<file path="src/rtl/mem_arb_pkg.sv">
// rtl/mem_arb_pkg.sv - shared types and constants for the unified-memory arbiter
package mem_arb_pkg;

  typedef enum logic [1:0] {
    IDLE   = 2'd0,
    BUSY_I = 2'd1,
    BUSY_D = 2'd2
  } arb_state_t;

  localparam int BYTE_EN_WIDTH = 4;
  localparam logic [BYTE_EN_WIDTH-1:0] FETCH_BYTE_EN = 4'b1111;

endpackage

</file>
<file path="src/rtl/mem_arbiter.sv">
// rtl/mem_arbiter.sv - fetch/load-store arbiter for a single-port fixed-latency memory
module mem_arbiter
  import mem_arb_pkg::*;
#(
  parameter int DATA_WIDTH    = 32,
  parameter int ADDRESS_WIDTH = 32,
  parameter int MEM_LATENCY   = 2,
  parameter int MAX_D_STREAK  = 4
) (
  input  logic                     CLK,
  input  logic                     RST,
  input  logic                     IReq,
  input  logic [ADDRESS_WIDTH-1:0] IAddr,
  input  logic                     IKill,
  output logic [DATA_WIDTH-1:0]    IRData,
  output logic                     IValid,
  input  logic                     DReq,
  input  logic                     DWE,
  input  logic [BYTE_EN_WIDTH-1:0] DByteEn,
  input  logic [ADDRESS_WIDTH-1:0] DAddr,
  input  logic [DATA_WIDTH-1:0]    DWData,
  output logic [DATA_WIDTH-1:0]    DRData,
  output logic                     DValid,
  output logic                     StallF,
  output logic                     StallM,
  output logic                     MemReq,
  output logic                     MemWE,
  output logic [BYTE_EN_WIDTH-1:0] MemByteEn,
  output logic [ADDRESS_WIDTH-1:0] MemAddr,
  output logic [DATA_WIDTH-1:0]    MemWData,
  input  logic [DATA_WIDTH-1:0]    MemRData
);

  localparam int STREAK_W = $clog2(MAX_D_STREAK + 1);
  localparam logic [3:0] CNT_LOAD = 4'(MEM_LATENCY - 1);
  localparam logic [STREAK_W-1:0] STREAK_MAX = STREAK_W'(MAX_D_STREAK);

  arb_state_t            state_q, state_d;
  logic [3:0]            cnt_q, cnt_d;
  logic [STREAK_W-1:0]   streak_q, streak_d;
  logic                  kill_q, kill_d;
  logic [DATA_WIDTH-1:0] irdata_q, irdata_d;
  logic [DATA_WIDTH-1:0] drdata_q, drdata_d;

  logic grant_i;
  logic i_done, d_done;

  // Data port wins unless fetch has been passed over MAX_D_STREAK times in a row.
  assign grant_i = IReq & ~IKill & (~DReq | (streak_q == STREAK_MAX));

  always_comb begin
    state_d   = state_q;
    cnt_d     = cnt_q;
    streak_d  = streak_q;
    kill_d    = kill_q;
    MemReq    = 1'b0;
    MemWE     = 1'b0;
    MemByteEn = '0;
    MemAddr   = '0;
    MemWData  = '0;
    i_done    = 1'b0;
    d_done    = 1'b0;

    case (state_q)
      IDLE: begin
        kill_d = 1'b0;
        if (grant_i) begin
          MemReq    = 1'b1;
          MemByteEn = FETCH_BYTE_EN;
          MemAddr   = IAddr;
          cnt_d     = CNT_LOAD;
          state_d   = BUSY_I;
          streak_d  = '0;
        end else if (DReq) begin
          MemReq    = 1'b1;
          MemWE     = DWE;
          MemByteEn = DByteEn;
          MemAddr   = DAddr;
          MemWData  = DWData;
          cnt_d     = CNT_LOAD;
          state_d   = BUSY_D;
          if (IReq && streak_q != STREAK_MAX) streak_d = streak_q + 1'b1;
        end
      end
      BUSY_I: begin
        kill_d = kill_q | IKill;
        if (cnt_q != 4'd0) begin
          cnt_d = cnt_q - 4'd1;
        end else begin
          i_done  = 1'b1;
          state_d = IDLE;
          kill_d  = 1'b0;
        end
      end
      BUSY_D: begin
        if (cnt_q != 4'd0) begin
          cnt_d = cnt_q - 4'd1;
        end else begin
          d_done  = 1'b1;
          state_d = IDLE;
        end
      end
      default: state_d = IDLE;
    endcase

    if (!IReq) streak_d = '0;

    // Reset overrides every combinational strobe as well as the registered state.
    if (!RST) begin
      MemReq    = 1'b0;
      MemWE     = 1'b0;
      MemByteEn = '0;
      MemAddr   = '0;
      MemWData  = '0;
      i_done    = 1'b0;
      d_done    = 1'b0;
    end
  end

  // A kill arriving in the completion cycle itself also discards the fetch.
  assign IValid = i_done & ~kill_q & ~IKill;
  assign DValid = d_done;

  assign irdata_d = IValid ? MemRData : irdata_q;
  assign drdata_d = DValid ? MemRData : drdata_q;
  assign IRData   = irdata_d;
  assign DRData   = drdata_d;

  assign StallF = IReq & ~IValid & ~IKill;
  assign StallM = DReq & ~DValid;

  always_ff @(posedge CLK) begin
    if (!RST) begin
      state_q  <= IDLE;
      cnt_q    <= 4'd0;
      streak_q <= '0;
      kill_q   <= 1'b0;
      irdata_q <= '0;
      drdata_q <= '0;
    end else begin
      state_q  <= state_d;
      cnt_q    <= cnt_d;
      streak_q <= streak_d;
      kill_q   <= kill_d;
      irdata_q <= irdata_d;
      drdata_q <= drdata_d;
    end
  end

endmodule

</file>
<file path="config.mk">
export PLATFORM = sky130hd
export DESIGN_NAME = mem_arbiter
export DESIGN_NICKNAME = d
export VERILOG_FILES = /design/src/rtl/mem_arb_pkg.sv /design/src/rtl/mem_arbiter.sv
export SDC_FILE = /design/constraint.sdc
export NUM_CORES = 1
export LEC_CHECK = 0
export ABC_AREA = 1
export CELL_PAD_IN_SITES_DETAIL_PLACEMENT = 1
export CELL_PAD_IN_SITES_GLOBAL_PLACEMENT = 2
export CORE_MARGIN = 2
export CORE_UTILIZATION = 18
export DETAILED_ROUTE_END_ITERATION = 8
export GPL_TIMING_DRIVEN = 0
export HOLD_SLACK_MARGIN = 0.08
export PLACE_DENSITY_LB_ADDON = 0.1
export SLEW_MARGIN = 20
export SYNTH_ARGS = -nofsm -noshare
export SYNTH_HDL_FRONTEND = slang
export SYNTH_SLANG_ARGS = --single-unit
</file>
<file path="constraint.sdc">
create_clock -name CLK -period 3.65 [get_ports CLK]
set_clock_uncertainty 0.15 [all_clocks]
set_input_delay 0.5475 -clock CLK [delete_from_list [all_inputs] [get_ports CLK]]
set_output_delay 0.5475 -clock CLK [all_outputs]
set_load 0.01 [all_outputs]
</file>
==> results by group <==
Run status
  – Status: completed

Power and ir drop
  – Sequential power share: 24.3%
  – Max VDD drop: 0.216 mV
  – Logic pwr share: 50.5%
  – Pwr/cell area: 508 mW/mm²
  – LEAKAGE: 3.54 nW
  – Power share of the clock group: 25.1%
  – Switch Pwr: 1.51 mW
  – Sw Share: 38.8%
  – Pint: 2.39 mW

CTS
  – Sink Count: 74
  – Inserted Clock Buffers: 9
  – CTS tree: built
  – Clk_lat worst skew: 0.33 ns
  – Worst-case clock buffer depth: 2
  – Hold buffer count at cts: 0
  – PostCTS Resize Cnt: 0
  – Root buffer cell: clkbuf_16
  – Htree depth: 3
  – Setup Fix Bufs, Post-CTS: 0
  – CTS clk-pin slew, worst paths: 0.06 ns

Timing
  – Setup Viol. Count Final: 0
  – Final max-slew violation count: 0
  – Worst-Margin Slew: 0.628 ns
  – Period utilization: 95.8%
  – FMAX: 286 MHz
  – Worst rel slew slack: 58.2%
  – RSZ-0062 raised after global routing: no
  – Post-route minimum period: 3.50 ns
  – PnR worst setup slack: 0.155 ns
  – Final worst hold slack: 0.320 ns
  – Endpoints failing hold: 0

Global routing
  – Largest net degree at the start of global routing: 17
  – Grt ovf: 0
  – Vias in the first global route: 5486
  – GRT Overall Usage: 16.3%
  – First-pass GRT wire length: 30600 µm
  – Initial antenna violation count: 0

Detailed routing
  – Drt total wl: 20100 µm
  – Post-route ant nets: 0
  – Vias after detailed routing: 5318
  – DR vias/cell: 4.05
  – Remaining DRCs: 0
  – Avg WL per Cell: 15.3 µm
  – DRT Pass-1 Iters: 4
  – DRT iter0 DRCs: 133

Die
  – Die height: 157 µm
  – Initial core utilization: 18.4%
  – Die area: 0.0246 mm²
  – Row cnt: 55
  – Ports: 276
  – Die X-Extent: 157 µm
  – Core area: 0.0228 mm²

Min path
  – WHS Endpoint: irdata_q[28]$_SDFF_PN0_
  – Hold_sp: irdata_q[28]$_SDFF_PN0_
  – HP Class: register to register
  – Hold-critical path depth: 2

Placed design
  – # placed instances: 1299
  – Dpl ws: -0.0282 ns
  – Gpl congestion: 0.776
  – Final HPWL DP: 16400 µm
  – I/O Buffers: 275

Logic synthesis
  – Mapped Cells: 711
  – Syn_nets: 855
  – Post-synth ARST share: 0%
  – Post-synth top cells: nand2_1 (200), nor2_1 (148), inv_1 (82)
  – Synth warn: 0
  – Post-synthesis sequential area ratio: 35.3%
  – Distinct cells, synth: 23
  – Synth Register Bits: 74
  – Area leader, netlist: dfxtp_1
  – Top-count cell post-synth: nand2_1
  – Post-synth EDFFs: 0
  – Largest cells by area after synthesis: dfxtp_1 (35%), nand2_1 (18%), nor2_1 (13%)
  – Syn Area/Cell: 5.91 µm²
  – Cell area after synthesis: 0.00420 mm²
  – Main flop type after synthesis: dfxtp_1
  – Area share of the largest cell type after synthesis: 35.3%

Cells and area
  – Final std cells w/o fill: 1314
  – Layout net count: 1140
  – # diodes: 0
  – Area Growth Syn to Fin: 82.9%
  – Layout cells sized above 1: 5.09%
  – Filler cells: 2886

Setup path
  – R2R Setup Slk: 1.64 ns
  – Kind of end point of the critical path: primary output
  – Critical Path, Cell by Cell: clkdlybuf4s50_1 > inv_1 > nor2_1 > nand2_2 > nor2_4 > buf_4 > a21oi_1 > nor2_1 > clkdlybuf4s50_1
  – Reg2Reg Capture Point: drdata_q[19]$_SDFF_PN0_
  – CP startpoint kind: primary input
  – Worst Path Class, Setup: primary input to primary output
  – Worst r2r src: cnt_q[0]$_SDFFE_PN0P_
  – Critical path arrival: 2.80 ns
  – CP peak stage delay: 0.58 ns
  – Crit-path max FO: 10
  – Slowest-stage cell, CP: clkdlybuf4s50_1
  – Reg2Reg Depth: 10
  – Worst path required time: 2.95 ns

Job
  – Max cap viols: 0
==> per-layer routing <==
layer | up-vias | GRT usage, % | share of wire, %
met2 | 170 | 28.2 | 48
met1 | 2394 | 18.9 | 41
li1 | 2746 | - | -
met3 | 8 | 6.20 | 9.5
met5 | - | 0 | 0
met4 | 0 | 4.33 | 0.82
==> power by group through the flow <==
| stage | clock network [mW] | logic, mW | registers (mW) |
|---|---|---|---|
| after floorplan | 0 | 1.05 | 0.957 |
| after global placement | 0 | 2.01 | 0.962 |
| after detailed placement | 0 | 2.00 | 0.967 |
| after CTS | 1.02 | 2.01 | 0.949 |
| after global routing | 1.05 | 2.22 | 0.962 |
| final | 0.979 | 1.97 | 0.949 |
==> worst max-delay path by stage <==
stage | start | endpoint
5_1_grt | RST | IRData[23]
4_1_cts | RST | IValid
3_3_place_gp | RST | MemAddr[26]
3_5_place_dp | RST | MemAddr[26]
2_1_floorplan | streak_q[0]$_SDFFE_PN0P_ | MemWData[10]
6_report | IReq | MemAddr[26]
==> final cells by class <==
type / count / area (µm²) / area share [%]
plain buffers: 42 / 214 / 2.79
clock buffers: 9 / 225 / 2.93
clock inverters: 7 / 103 / 1.34
inverters: 86 / 323 / 4.20
multi-input cells: 508 / 2190 / 28.5
flip-flops and latches: 74 / 1480 / 19.3
well taps: 313 / 392 / 5.10
repair buffers: 275 / 2760 / 35.9
==> sequential cells by signal (all words and copies together), names as in the netlist <==
| name | cells |
|---|---|
| irdata_q | 32 |
| cnt_q | 4 |
| drdata_q | 32 |
| kill_q | 1 |
| streak_q | 3 |
| state_q | 2 |
==> kinds of logic (layout without fill, tap and decap cells) <==
group,after synthesis,in the layout,synth area share (%)
and+or+nand+nor,393,393,37.1
AOI/OAI and AO/OA,109,109,13.1
DFF,74,74,35.3
buffers and inverters,129,419,12.8
adders and majority gates,6,6,1.79
==> critical path: cells and delay by family <==
| family | cells | cell delay (ns) |
|---|---|---|
| buffers and inverters | 4 | 1.43 |
| AND/OR/NAND/NOR | 4 | 0.73 |
| AO/OA/AOI/OAI | 1 | 0.09 |
==> stage by stage <==
stage | setup TNS (ns) | area [µm²] | power [mW] | utilization, %
floorplan | 0 | 4200 | 2.01 | -
global placement | -0.0102 | 7340 | 2.97 | 32.2
detailed placement | -0.0282 | 7340 | 2.97 | 32.2
CTS | 0 | 7670 | 3.98 | 33.7
global route | 0 | 7680 | 4.23 | 33.7
finish | 0 | 7680 | 3.90 | 33.7
==> cells in the final DEF (no fill, tap or decap), types with 3 or more instances in the layout <==
cell type          n
a21oi_1           74
buf_2             13
buf_4              7
clkbuf_1          18
clkbuf_16          9
clkdlybuf4s50_1  274
clkinv_4           3
dfxtp_1           74
ha_1               6
inv_1             82
inv_2              4
nand2_1          200
nand3_1           36
nor2_1           148
o21ai_0           11
o21ai_1           22
(Power assumes the default switching activity.)
